==> config.mk <==
export PLATFORM = sky130hd
export DESIGN_NAME = rr_mux_arbiter
export DESIGN_NICKNAME = d
export VERILOG_FILES = /design/src/rtl/rr_mux_arbiter_pkg.sv /design/src/rtl/rr_pick.sv /design/src/rtl/rr_mux_arbiter.sv
export SDC_FILE = /design/constraint.sdc
export NUM_CORES = 1
export LEC_CHECK = 0
export CORE_MARGIN = 2
export CORE_UTILIZATION = 39
export CTS_BUF_LIST = sky130_fd_sc_hd__clkbuf_8
export DETAILED_ROUTE_END_ITERATION = 10
export PLACE_DENSITY = 0.9
export SETUP_SLACK_MARGIN = 0.3
export SLEW_MARGIN = 5
export SYNTH_ARGS = -nofsm -noshare
export SYNTH_HDL_FRONTEND = slang
export SYNTH_SLANG_ARGS = --single-unit
==> constraint.sdc <==
create_clock -name clk -period 1.9 [get_ports clk]
set_input_delay 0.19 -clock clk [delete_from_list [all_inputs] [get_ports clk]]
set_output_delay 0.19 -clock clk [all_outputs]
set_load 0.01 [all_outputs]
==> src/rtl/rr_mux_arbiter_pkg.sv <==
// Shared types, widths and helpers for the round-robin channel arbiter.
package rr_mux_arbiter_pkg;

    typedef enum logic [0:0] {
        ARB_IDLE  = 1'b0,
        ARB_GRANT = 1'b1
    } arb_state_t;

    localparam int HOLD_CNT_W = 8;
    localparam logic [HOLD_CNT_W-1:0] HOLD_CNT_MAX = 8'd255;

    // Index width never collapses to zero, even for tiny requester counts.
    function automatic int idx_width(input int n);
        if (n <= 2) begin
            return 1;
        end else begin
            return $clog2(n);
        end
    endfunction

endpackage

==> src/rtl/rr_pick.sv <==
// Combinational rotate-priority picker: first set request at or above ptr,
// wrapping around past the top index.
module rr_pick
    import rr_mux_arbiter_pkg::*;
#(
    parameter int NREQ  = 4,
    parameter int IDX_W = idx_width(NREQ)
) (
    input  logic [NREQ-1:0]  req,
    input  logic [IDX_W-1:0] ptr,
    output logic             any,
    output logic [IDX_W-1:0] idx,
    output logic [NREQ-1:0]  onehot
);

    logic [IDX_W-1:0] cand_s;

    // Scan offsets 0..NREQ-1 from ptr and latch onto the first requester found.
    always_comb begin
        any    = 1'b0;
        idx    = '0;
        onehot = '0;
        cand_s = '0;
        for (int k = 0; k < NREQ; k++) begin
            cand_s = IDX_W'((int'(ptr) + k) % NREQ);
            if (!any && req[cand_s]) begin
                any = 1'b1;
                idx = cand_s;
            end else begin
                any = any;
            end
        end
        if (any) begin
            onehot = {{(NREQ-1){1'b0}}, 1'b1} << idx;
        end else begin
            onehot = '0;
        end
    end

endmodule

==> src/rtl/rr_mux_arbiter.sv <==
// Round-robin arbiter/sequencer locking a shared output channel to one requester
// per packet. Optional hold limit enabled by macro ARB_HOLD_LIMIT_EN.
module rr_mux_arbiter
    import rr_mux_arbiter_pkg::*;
#(
    parameter int NREQ     = 4,
    parameter int DW       = 4,
    parameter int MAX_HOLD = 8
) (
    input  logic                            clk,
    input  logic                            rst,
    input  logic [NREQ-1:0]                 req,
    input  logic [NREQ-1:0]                 last,
    input  logic [NREQ*DW-1:0]              data_in,
    input  logic                            out_ready,
    output logic [NREQ-1:0]                 grant,
    output logic [idx_width(NREQ)-1:0]      sel,
    output logic                            out_valid,
    output logic [DW-1:0]                   out_data,
    output logic                            forced_rel
);

    localparam int IDX_W = idx_width(NREQ);

    arb_state_t             state_q, state_d;
    logic [NREQ-1:0]        grant_q, grant_d;
    logic [IDX_W-1:0]       sel_q, sel_d;
    logic [IDX_W-1:0]       ptr_q, ptr_d;
    logic [HOLD_CNT_W-1:0]  hold_cnt_q, hold_cnt_d;
    logic                   forced_rel_q, forced_rel_d;

    logic                   pick_any_s;
    logic [IDX_W-1:0]       pick_idx_s;
    logic [NREQ-1:0]        pick_onehot_s;
    logic                   beat_s;
    logic                   rel_last_s;
    logic                   rel_drop_s;
    logic                   rel_limit_s;
    logic [HOLD_CNT_W-1:0]  hold_inc_s;
    logic [IDX_W-1:0]       ptr_next_s;

    rr_pick #(
        .NREQ  (NREQ),
        .IDX_W (IDX_W)
    ) u_pick (
        .req    (req),
        .ptr    (ptr_q),
        .any    (pick_any_s),
        .idx    (pick_idx_s),
        .onehot (pick_onehot_s)
    );

    assign out_valid  = (state_q == ARB_GRANT) && req[sel_q];
    assign out_data   = data_in[int'(sel_q)*DW +: DW];
    assign grant      = grant_q;
    assign sel        = sel_q;
    assign forced_rel = forced_rel_q;

    assign beat_s     = out_valid && out_ready;
    assign rel_last_s = beat_s && last[sel_q];
    assign rel_drop_s = !req[sel_q];
    assign hold_inc_s = (hold_cnt_q == HOLD_CNT_MAX) ? hold_cnt_q : hold_cnt_q + 8'd1;
    assign ptr_next_s = (sel_q == IDX_W'(NREQ-1)) ? '0 : sel_q + IDX_W'(1);

`ifdef ARB_HOLD_LIMIT_EN
    assign rel_limit_s = beat_s && (hold_inc_s == HOLD_CNT_W'(MAX_HOLD));
`else
    logic [HOLD_CNT_W-1:0] unused_max_hold_s;
    assign unused_max_hold_s = HOLD_CNT_W'(MAX_HOLD);
    assign rel_limit_s       = 1'b0;
`endif

    // Next-state logic: arbitrate in IDLE, count beats and detect release in GRANT.
    always_comb begin
        state_d      = state_q;
        grant_d      = grant_q;
        sel_d        = sel_q;
        ptr_d        = ptr_q;
        hold_cnt_d   = hold_cnt_q;
        forced_rel_d = 1'b0;
        case (state_q)
            ARB_IDLE: begin
                if (pick_any_s) begin
                    state_d    = ARB_GRANT;
                    grant_d    = pick_onehot_s;
                    sel_d      = pick_idx_s;
                    hold_cnt_d = '0;
                end else begin
                    state_d = ARB_IDLE;
                end
            end
            ARB_GRANT: begin
                if (beat_s) begin
                    hold_cnt_d = hold_inc_s;
                end else begin
                    hold_cnt_d = hold_cnt_q;
                end
                // last outranks the hold limit, so a coincident end-of-packet is not "forced".
                if (rel_last_s || rel_drop_s || rel_limit_s) begin
                    state_d      = ARB_IDLE;
                    grant_d      = '0;
                    ptr_d        = ptr_next_s;
                    forced_rel_d = rel_limit_s && !rel_last_s;
                end else begin
                    state_d = ARB_GRANT;
                end
            end
            default: begin
                state_d = ARB_IDLE;
                grant_d = '0;
            end
        endcase
    end

    // State and output registers with asynchronous reset.
    always_ff @(posedge clk or posedge rst) begin
        if (rst) begin
            state_q      <= ARB_IDLE;
            grant_q      <= '0;
            sel_q        <= '0;
            ptr_q        <= '0;
            hold_cnt_q   <= '0;
            forced_rel_q <= 1'b0;
        end else begin
            state_q      <= state_d;
            grant_q      <= grant_d;
            sel_q        <= sel_d;
            ptr_q        <= ptr_d;
            hold_cnt_q   <= hold_cnt_d;
            forced_rel_q <= forced_rel_d;
        end
    end

endmodule

==> results.md, run 1 <==
* DP HPWL at 1538 µm
* Detail Route Antenna Nets at 0
* Leading register cell type out of synthesis: dfrtp_1
* Util after Layout at 71.33%
* Register area at about 230 µm²
* Vias in the first global route at between 700 and 800
* EDFF count, synth at 0
* Placer Congestion at roughly 0.81
* Port buffer count at 37
* Antenna Diode Count at 0
* Synth area leaders: dfrtp_1 (33%), mux4_1 (15%), mux2i_1 (4.4%)
* Max Root-Sink Buffers at 2
* Tightest Hold Check Type: in2async
* WL final at 2135 µm
* CP max stage cell: dfrtp_2
* Crit end category: flip-flop
* Area share of the largest cell type after synthesis at 33.09%
* Period minus WS final at 1.715 ns
* Most used cell, CP: buf_6
* Slowest Stage Delay on Critical Path at 0.42 ns
* Clock Sinks at 9
* Initial antenna violation count at 0
* CP arrival at 1.82 ns
* Die X at 45.78 µm
* Starting Density at 40.30%
* RR Startpoint: sel[0]
* Place WS at 0.02333 ns
* Setup TNS Final at 0 ns
* Status: complete, no violations
* TritonRoute pass-1 iters at 4
* Fmax at ~580 MHz
* Register bit count reported by yosys at 9
* Final period util at 90.28%
* GRT Total Usage at 22.30%
* Critical Path RT at 2.01 ns
* Syn Area/Cell at around 12 µm²
* Die Area at 2095 µm²
* Average wire per standard cell at approximately 17 µm
* GRT Max-Usage Layer: met2
* Static leakage power at 0.5284 nW
* Vias per cell at 5.520
* Post-Syn Instances at 58
* DRC viols at 0
* Io pins at 39
* Pwr/cell area at 1441 nW/µm²
* CTS root buffer: clkbuf_8
* Grt ovf at 0
* Slew Limit Fails at 0
* Buf+Inv Stages, Crit Path at 3
* Routed vias at approximately 700
* Clock transition at path regs at around 0.050 ns
* Placed Area at 1102 µm²
* Critical Path Start: sel[0]
* Cell family contributing the most delay on the critical path: multiplexers
* Mapped Nets at between 80 and 90
* MaxCap Viol Count at 0
* Top cells by count, synth: dfrtp_1 (9), mux4_1 (4), nor2_1 (4)
* Syn-to-layout area delta at 77.02%
* CTS tree: built
* Share of layout cells above drive strength 1 at 32.73%
* Area of the multi-input gates at ~400 µm²
* H-tree depth at 1
* Met2 Usage GRT at between 40 and 50%
* VDD IR-drop max at 0.8120 mV
* Async SR Flop Fraction at 100.0%
* Final hold slack at 0.2216 ns
* Final Hold Viols at 0
* RSZ-0062 raised after global routing: true
* Final Net Count at 139
* Fillers at 122
* Worst path cell trace: buf_6 -> mux4_2 -> inv_2 -> buf_6 -> o21ai_4 -> mux2_4
* Post-route setup slack at 0.1848 ns
* Mapped Area at slightly below 700 µm²
* Fin Clk Skew at 0.005680 ns
* Global-route wire length before repair at 3339 µm
* Largest net degree at the start of global routing at 11
* Initial DRC Count at 4
* CP Launch Type: flip-flop
* Core area at 1689 µm²
* Die Y at 45.78 µm
* Clk_lat worst skew at 0.23 ns
* Met1 global-route usage at 23.57%
* Num CTS Buffers at 3
* Endpoints failing setup at 0
* Design Area, Final at 1205 µm²
* Crit path max fanout at 6
* Cell taking the most area after synthesis: dfrtp_1
* Setup CP Type: reg2reg
* Synth cell types at 31
* Sequential area share after synthesis at 33.09%
* Synthesis Warnings at 0
* FP Rows at 15
* Top-count cell post-synth: dfrtp_1
* Met3 GRT Util at 5.159%
## state kept, by name, indices dropped and copies added (netlist names)
signal   count
grant        4
state_q      1
ptr_q        2
sel          2
## layout by cell type (no fill, tap or decap)
master and n:
buf_6 8, nand2_2 1, ha_1 1, and2_1 2, nand2b_1 1, buf_4 8, a21oi_1 3, clkbuf_8 3
conb_1 1, o311ai_1 1, a21o_1 1, inv_2 1, nand2_1 3, o21ai_0 1, buf_12 1, o31ai_1 1
o21a_1 1, or4_1 1, mux2i_1 3, mux2_4 2, dfrtp_1 7, nor2_1 4, mux4_2 5, o22ai_2 1
buf_2 2, o22a_1 1, dfrtp_2 2, clkdlybuf4s50_1 32, inv_1 4, o21ai_4 1, o2bb2ai_1 2, o22ai_1 1
nand2b_2 1, a32o_1 2, nor4_1 1
## logic make-up (layout without fill, tap and decap cells)
family / Yosys count / after routing / synth area share [%]
buf+inv: 7 / 59 / 6.617
mux: 10 / 10 / 27.57
simple gates: 14 / 14 / 10.85
other cells: 1 / 1 / 0.5509
compound gates: 16 / 16 / 19.49
fa+ha+maj: 1 / 1 / 1.838
flops: 9 / 9 / 33.09
## report_power, final
group | total (W) | internal [W] | switching (W)
Sequential | 0.000398 | 0.000287 | 0.000111
Combinational | 0.00112 | 0.000692 | 0.000427
Clock | 0.000219 | 0.000141 | 0.0000779
Total | 0.00174 | 0.00112 | 0.000616
## per-layer routing
metal,share of wire [%],wire length (µm)
met1,38,804
met2,51,1083
met3,10,218
met4,1.4,29
met5,0,0
## final timing paths
kind | endpoint | slack (ns) | cells past startpoint
worst max-delay path | ptr_q[1] | 0.18 | 6
worst min-delay path | grant[3] | 0.22 | 2
worst max register to register | ptr_q[1] | 0.18 | 6
worst min register to register | grant[1] | 0.54 | 1
max in group asynchronous | sel[1] | 1.39 | 2
min in group clk | grant[1] | 0.54 | 1
## area by class of cell
cell class	count	area share, %
clock inverter	1	0.3115
clock buffer	3	3.427
sequential	9	18.90
multi-input combinational	42	32.81
inverter	4	1.246
tap	17	1.765
timing repair buffer	51	41.54
## worst reg2reg max path, stage by stage (launching register included)
cell,delay [ns]
dfrtp_2,0.42
buf_6,0.13
mux4_2,0.32
inv_2,0.04
buf_6,0.11
o21ai_4,0.23
mux2_4,0.34
## metrics by stage
stage,power (W),instances
2_1_floorplan,0.0009369,58
3_3_place_gp,0.001299,117
3_5_place_dp,0.001334,117
4_1_cts,0.001648,127
5_1_grt,0.001853,127
6_report,0.001737,127
## timing repair
item / CTS / global route
endpoints found under the setup margin: 12 / 12
buffers inserted: 6 / 0
hold buffers: 0 / 0
resized for setup: 24 / 11
pin swaps: 3 / 1
(Power assumes the default switching activity.)
==> inputs of run 2 (changes only) <==
Settings changed: CORE_MARGIN 2 to default.
==> results.md, run 2 (synthesis gave the netlist of run 1 again) <==
* Number of flip-flops in the largest register at 4 (unchanged)
* Largest net degree at the start of global routing at 11 (unchanged)
* Average wire per standard cell at 18.51 µm (+10%)
* GRT Total Usage at 26.40% (+4.1 points)
* Starting Density at 43.66% (+3.4 points)
* Slew Limit Fails at 0 (unchanged)
* H-tree depth at 1 (unchanged)
* Commonest non-fill, non-tap cells in the layout: clkdlybuf4s50_1 (31), buf_4 (8), dfrtp_1 (7)
* Pwr/cell area at 1408 nW/µm² (-2.3%)
* Design Area, Final at 1179 µm² (-2.2%)
* Crit path max fanout at 6 (unchanged)
* Port buffer count at 37 (unchanged)
* Fin Clk Skew at 0.004723 ns (-0.0009575 ns)
* Die Area at 1916 µm² (-8.5%)
* Critical Path Start: sel[0]
* FP Rows at 14 (-1)
* TritonRoute pass-1 iters at 7 (+3)
* Detail Route Antenna Nets at 0 (unchanged)
* Status: finished, violations left
* Placed cell count at 114 (-2.6%)
* Placed Area at 1086 µm² (-1.5%)
* Failing checks: DRC
* Hold_buf cts at 0 (unchanged)
* Final Net Count at 137 (-1.4%)
* Initial DRC Count at 20 (+16)
* Initial antenna violation count at 0 (unchanged)
* Routed vias at 706 (+0.71%)
* RR Startpoint: sel[0]
* MaxCap Viol Count at 0 (unchanged)
* Final period util at 89.92% (-0.36 points)
* Global-route wire length before repair at 3512 µm (+5.2%)
* Clk_lat worst skew at 0.23 ns (about the same)
* Endpoints failing setup at 0 (unchanged)
* DP HPWL at 1523 µm (-0.97%)
* Crit end category: flip-flop
* Io pins at 39 (unchanged)
* Fmax at 585.3 MHz (+0.40%)
* Die Y at 43.78 µm (-4.4%)
* Setup TNS Final at 0 ns (unchanged)
* Max Root-Sink Buffers at 2 (unchanged)
* Clock transition at path regs at 0.04 ns (about the same)
* Vias per cell at 5.694 (+3.1%)
* Setup CP Type: reg2reg
* CTS root buffer: clkbuf_8
* CP arrival at 1.82 ns (about the same)
* Critical Path RT at 2.01 ns (about the same)
* Commonest non-fill, non-tap cell in the layout: clkdlybuf4s50_1
* Vias in the first global route at 744 (-2.6%)
* Clock Sinks at 9 (unchanged)
* DRC viols at 3 (+3)
* Antenna Diode Count at 0 (unchanged)
* Share of layout cells above drive strength 1 at 29.63% (-3.1 points)
* Core area at 1559 µm² (-7.7%)
* Util after Layout at 75.60% (+4.3 points)
* Layout Cells excl Fill at 124 (-2.4%)
* Grt ovf at 0 (unchanged)
* WL final at 2295 µm (+7.5%)
* Die X at 43.78 µm (-4.4%)
* Placer Congestion at 0.8025 (-0.82%)
* VDD IR-drop max at 0.8188 mV (+0.84%)
* Syn-to-layout area delta at 73.16%
* Num CTS Buffers at 3 (unchanged)
* CP Launch Type: flip-flop
* Final Hold Viols at 0 (unchanged)
* Static leakage power at 0.5329 nW (+0.84%)
* Tightest Hold Check Type: in2async
* Period minus WS final at 1.708 ns (-0.006845 ns)
* CTS tree: built
* RSZ-0062 raised after global routing: true
run 2: final cells by class:
class / instances / area (µm²)
timing repair buffer: 49 / 452.9
multi-input combinational: 42 / 417.9
fill: 109 / 380.4
sequential: 9 / 227.7
clock buffer: 3 / 41.29
tap: 16 / 20.02
inverter: 4 / 15.01
clock inverter: 1 / 3.754
run 2: power breakdown:
group	switching [W]	internal [W]	leakage, nW
clock	0.0000726	0.000140	0.0269
sequential	0.000113	0.000287	0.110
combinational	0.000447	0.000600	0.396
total	0.000633	0.00103	0.533
run 2: what timing repair did:
item / in CTS / in global routing
setup buffers: 5 / 1
pin swaps: 2 / 2
endpoints found under the setup margin: 12 / 13
endpoints found under the hold margin: 0 / 0
resized for setup: 25 / 8
run 2: critical path, stage by stage (launching register included):
cell and delay [ns]:
dfrtp_2 0.43, buf_6 0.13, mux4_2 0.33, inv_2 0.04
buf_6 0.11, o21ai_4 0.21, mux2_4 0.33
run 2: final timing paths:
kind | end | slack [ns] | cells past startpoint
setup / recovery | ptr_q[1] | 0.19 | 6
hold / removal | grant[1] | 0.21 | 2
setup reg to reg | ptr_q[1] | 0.19 | 6
hold reg to reg | grant[1] | 0.52 | 1
max in group asynchronous | sel[1] | 1.43 | 2
min in group clk | grant[1] | 0.52 | 1
run 2: routing by layer:
| layer | GRT usage (%) | wire, µm | up-vias |
|---|---|---|---|
| met1 | 28.07 | 869 | 354 |
| met4 | 15.63 | 74 | 0 |
| met2 | 47.76 | 1256 | 24 |
| met3 | 5.000 | 93 | 6 |
| met5 | 0 | 0 | - |
| li1 | - | - | 322 |
run 2: metrics by stage:
stage               setup WS, ns  hold WS [ns]   power, W
floorplan                 0.2572       0.01792  0.0009369
global placement         0.04185        0.4688   0.001269
detailed placement       0.01299        0.4680   0.001308
CTS                       0.2028        0.2204   0.001567
global route              0.1506        0.2588   0.001753
finish                    0.1916        0.2083   0.001660
==> variant 1 (flow settings as in run 1) <==
`DW`: 4 -> 6.
--- a/src/rtl/rr_mux_arbiter.sv
+++ b/src/rtl/rr_mux_arbiter.sv
@@ -5,5 +5,5 @@
 #(
     parameter int NREQ     = 4,
-    parameter int DW       = 4,
+    parameter int DW       = 6,
     parameter int MAX_HOLD = 8
 ) (
Interface: changed (resized data_in and out_data); port bits go from 39 to 49. No check against the original RTL was run, so the function may have changed too.
==> variant 1 against run 1 <==
  * First-iteration DRC count rose to 3.0 times the old value
  * Core utilization grew 7.9 points
  * Worst hold slack got worse by 0.0091 ns
  * Routed wire length rose by 32%
  * Area after synthesis rose by 8.1%
  * Setup slack got worse by 0.12 ns
  * Maximum frequency decreased by 6.3%
  * Sequential share of layout area down 2.6 points
  * Power up 14%
  * Cell area increased by 15%
  * Non-clock buffer count rose by 10
  * Sequential cell count unchanged
  * Largest power group unchanged
  * Highest routed layer unchanged
==> variant 1: results (changes against run 1) <==
- Asr flop ratio synth: 100% (unchanged)
- # port buffers: 47 (+27%)
- RD Place Congestion: 0.805 (-0.57%)
- Vias in the first global route: 831 (+8.8%)
- Row cnt: 15 (unchanged)
- CTS clk-pin slew, worst paths: 0.05 ns (about the same)
- Slowest cell on crit path: mux4_2
- GRT Total Usage: 26.0% (+3.7 points)
- CP max FO: 3 (-3)
- Hold WC Path Type: in -> async
- Commonest cells in the netlist: dfrtp_1, mux4_2, nand2_1, inv_1
- H-tree lvl count: 1 (unchanged)
- Yosys Warn Count: 0 (unchanged)
- Max rail drop VDD: 0.998 mV (+23%)
- WL per Instance: 18.8 µm (+12%)
- Initial antenna violation count: 0 (unchanged)
- Pre-antenna DRT Iters: 4 (unchanged)
- Dpl hpwl: 2150 µm (+40%)
- Worst-skew pair later-pin latency: 0.24 ns
- Setup Skew: 0.00578 ns (+0.000105 ns)
- Lkg Pwr: 0.595 nW (+13%)
- Synth cell types: 29 (-6.5%)
- Crit path max-delay family: multiplexers
- P_sw: 0.755 mW (+23%)
- Largest net degree at the start of global routing: 12 (+1)
- Syn nets: 99 (+15%)
- Initial DRC Count: 12 (+8)
- Placement Setup Slack: -0.0192 ns (-0.0425 ns)
- First-pass GRT wire length: 3940 µm (+18%)
- Data arrival time of the worst path: 1.95 ns (+0.13 ns)
- Max incr delay on CP: 0.53 ns (+0.11 ns)
- Post-place instance area: 1310 µm² (+19%)
- Cells after DPL: 143 (+22%)
- Via/cell ratio: 5.48 (-0.72%)
- Sequential area share after synthesis: 30.6% (-2.5 points)
- Outcome: finished, final reports clean
- Filler cells: 103 (-16%)
- Final Hold Vio Count: 0 (unchanged)
- Nets@finish: 162 (+17%)
- CTS max path bufs: 2 (unchanged)
- Area contributors post-synth: dfrtp_1, mux4_2, mux2i_1
- Mean area per synthesized cell: 11.7 µm² (-0.49%)
- Layout cell share with drive strength beyond 1: 29.6% (-3.1 points)
- Final instance count without filler cells: 150 (+18%)
## variant 1: changes by cell type after synthesis, moves of 2 or more
cell	change
mux4_1	-4
o22ai_1	+2
buf_6	-2
buf_4	+2
nand2_1	+2
and2_1	-2
mux4_2	+6
o2bb2ai_1	-2
## variant 1: final timing paths
path / start / to / slack [ns] / depth (start not counted)
max in group asynchronous: rst / sel[1] / 1.43 / 2
setup / recovery: sel[0] / ptr_q[0] / 0.07 / 6
hold / removal: rst / sel[0] / 0.21 / 2
setup reg to reg: sel[0] / ptr_q[0] / 0.07 / 6
hold reg to reg: grant[0] / grant[0] / 0.54 / 2
min in group clk: grant[0] / grant[0] / 0.54 / 2
## variant 1: cell type report
class | instances | area, µm² | area share, %
clock buffers | 3 | 41.3 | 2.99
flip-flops and latches | 9 | 225 | 16.3
inverters | 5 | 18.8 | 1.36
well taps | 25 | 31.3 | 2.26
repair buffers | 61 | 579 | 41.9
multi-input cells | 46 | 482 | 34.8
clock inverters | 1 | 5.00 | 0.362
## variant 1: layer usage
metal,track usage [%],routed length (µm),vias to the layer above
li1,-,-,366
met1,31.0,1120,408
met2,45.9,1480,38
met3,3.02,124,10
met4,13.3,91,0
met5,0,0,-
## variant 1: cells by family (layout without fill, tap and decap cells)
family                   count (synthesis)  count (layout)  synth area share, %
AO/OA/AOI/OAI                           17              17                 21.3
adder cells (fa/ha/maj)                  1               1                 1.70
buffers and inverters                    8              70                 5.61
flip-flops                               9               9                 30.6
multiplexers                            13              13                 31.1
other                                    1               1                0.510
AND/OR/NAND/NOR                         14              14                 9.18
## variant 1: power by group through the flow
stage / clock [mW] / sequential, mW / combinational, mW
finish: 0.223 / 0.370 / 1.38
floorplan: 0 / 0.377 / 0.707
global placement: 0 / 0.361 / 1.27
global route: 0.240 / 0.378 / 1.45
CTS: 0.228 / 0.363 / 1.34
detailed placement: 0 / 0.368 / 1.32
## variant 1: what timing repair did
action,4_1_cts,5_1_grt
hold endpoints to repair,0,0
hold buffers,0,0
buffers inserted,3,0
setup endpoints to repair,13,15
gates resized for setup,13,3
pin swaps,2,1
==> variant 2 (settings of run 1) <==
Without the edit above. Reset style: synchronous (`rst`), changed in one clocked block. Comments in the files are not updated.
--- a/src/rtl/rr_mux_arbiter.sv
+++ b/src/rtl/rr_mux_arbiter.sv
@@ -114,5 +114,5 @@
 
     // State and output registers with asynchronous reset.
-    always_ff @(posedge clk or posedge rst) begin
+    always_ff @(posedge clk) begin
         if (rst) begin
             state_q      <= ARB_IDLE;
Formal check against the unedited RTL: differs if rst is asserted again (counterexample within 4 cycles, from zero or initial values and one cycle with rst high); with rst held inactive, the same outputs for 4 cycles.
==> variant 2 against run 1 <==
  * Routed wire length up 3.0%
  * First-iteration DRC count grew to 2.8 times the old value
  * Sequential cell count unchanged
  * Area after synthesis fell by 1.1%
  * Die area fell by 1.0%
  * Setup slack improved by 0.12 ns
  * Cell area fell by 0.31%
  * Critical path type is now reg -> out
Power is not compared: it rests on default switching activity, and its combinational part moved more than twofold at a synthesized area within 25%.
==> variant 2: results (changes against run 1) <==
- Placement Setup Slack: -0.124 ns (-0.147 ns)
- Asr flop ratio synth: 0% (-100 points)
- Setup Skew: 0.00514 ns (-0.000544 ns)
- GRT Total Usage: 21.8% (-0.49 points)
- CTS max path bufs: 2 (unchanged)
- Syn nets: 94 (+9.3%)
- Max incr delay on CP: 0.52 ns (+0.10 ns)
- Hold WC Path Type: reg -> reg
- Synth cell types: 33 (+6.5%)
- Worst R2R Setup Slack: 0.32 ns (+0.14 ns)
- Met3 Resource Use GR: 6.75% (+1.6 points)
- R2R Path End: grant[2]
- Mux share of post-synthesis cell area: 23.4% (-4.2 points)
- Layout cell share with drive strength beyond 1: 32.2% (-0.52 points)
- Vias in the first global route: 763 (-0.13%)
- Dpl hpwl: 1750 µm (+14%)
- DR vias: 751 (+7.1%)
- Worst r2r src: sel[0]
- Yosys Warn Count: 0 (unchanged)
- Outcome: finished, final reports clean
- Met1 usage: 25.0% (+1.4 points)
- Adder-cell area share of the yosys netlist: 1.86% (+0.021 points)
- Nets@finish: 147 (+5.8%)
- Sequential area share after synthesis: 26.8% (-6.3 points)
- Complex-gate fraction of the synthesized area: 22.1% (+2.6 points)
- WL per Instance: 16.3 µm (-3.1%)
- Data arrival time of the worst path: 1.41 ns (-0.41 ns)
- Initial DRC Count: 11 (+7)
- Area contributors post-synth: dfxtp_1, mux4_1, a32o_1
- CP max FO: 3 (-3)
- Largest net degree at the start of global routing: 10 (-1)
- Slowest cell on crit path: mux4_2
## variant 2: changes by cell type after synthesis, sizes merged, moves of 3 or more
cell / delta
nor3: +3
inv: -3
dfxtp: +9
dfrtp: -9
## variant 2: metrics by stage
step                      cell area (µm²)  cells  hold WS [ns]
after floorplan                       674     66         0.439
after global placement               1140    128         0.456
after detailed placement             1140    128         0.460
after CTS                            1180    134         0.470
after global routing                 1200    135         0.474
final                                1200    135         0.464
## variant 2: layer usage
metal / part of all wire (%) / vias to the layer above / routed length [µm]
met5: 0 / - / 0
met4: 0.77 / 0 / 17
met3: 10 / 2 / 222
met2: 50 / 36 / 1090
met1: 39 / 354 / 868
li1: - / 359 / -
## variant 2: how the worst max path moves through the flow
stage	endpoint	slack, ns	depth (start not counted)
after CTS	out_valid	0.29	3
after detailed placement	out_valid	-0.12	4
after global placement	out_valid	-0.08	4
after floorplan	grant[0]	0.35	5
final	out_valid	0.30	3
after global routing	out_valid	0.26	3
## variant 2: cell families after synthesis
| logic type | count (synthesis) |
|---|---|
| flip-flops | 9 |
| other | 1 |
| multiplexers | 8 |
| buffers and inverters | 6 |
| AO/OA/AOI/OAI | 17 |
| adder cells (fa/ha/maj) | 1 |
| AND/OR/NAND/NOR | 24 |
## variant 2: layout make-up
class | count | area, µm²
clock buffer | 3 | 41.3
clock inverter | 1 | 3.75
fill | 125 | 469
inverter | 1 | 3.75
multi-input combinational | 51 | 454
sequential | 9 | 185
tap | 17 | 21.3
timing repair buffer | 53 | 492
## variant 2: worst register-to-register path, cell delays in order, from the launching register on
cell and delay (ns):
dfxtp_4 0.37, mux4_2 0.52, buf_4 0.16, o221ai_4 0.08, a211oi_4 0.12, a32o_1 0.22
## variant 2: power by group through the flow
stage	Clock [mW]	Sequential (mW)	Combinational [mW]
after floorplan	0	0.227	0.130
after global placement	0	0.231	0.272
after detailed placement	0	0.231	0.283
after CTS	0.220	0.226	0.291
after global routing	0.232	0.229	0.322
final	0.209	0.227	0.302
## variant 2: what timing repair did
action,4_1_cts,5_1_grt
hold buffers,0,0
resized for setup,32,3
pin swaps,4,0
cloned,0,0
buffers inserted,2,1
endpoints found under the setup margin,13,9
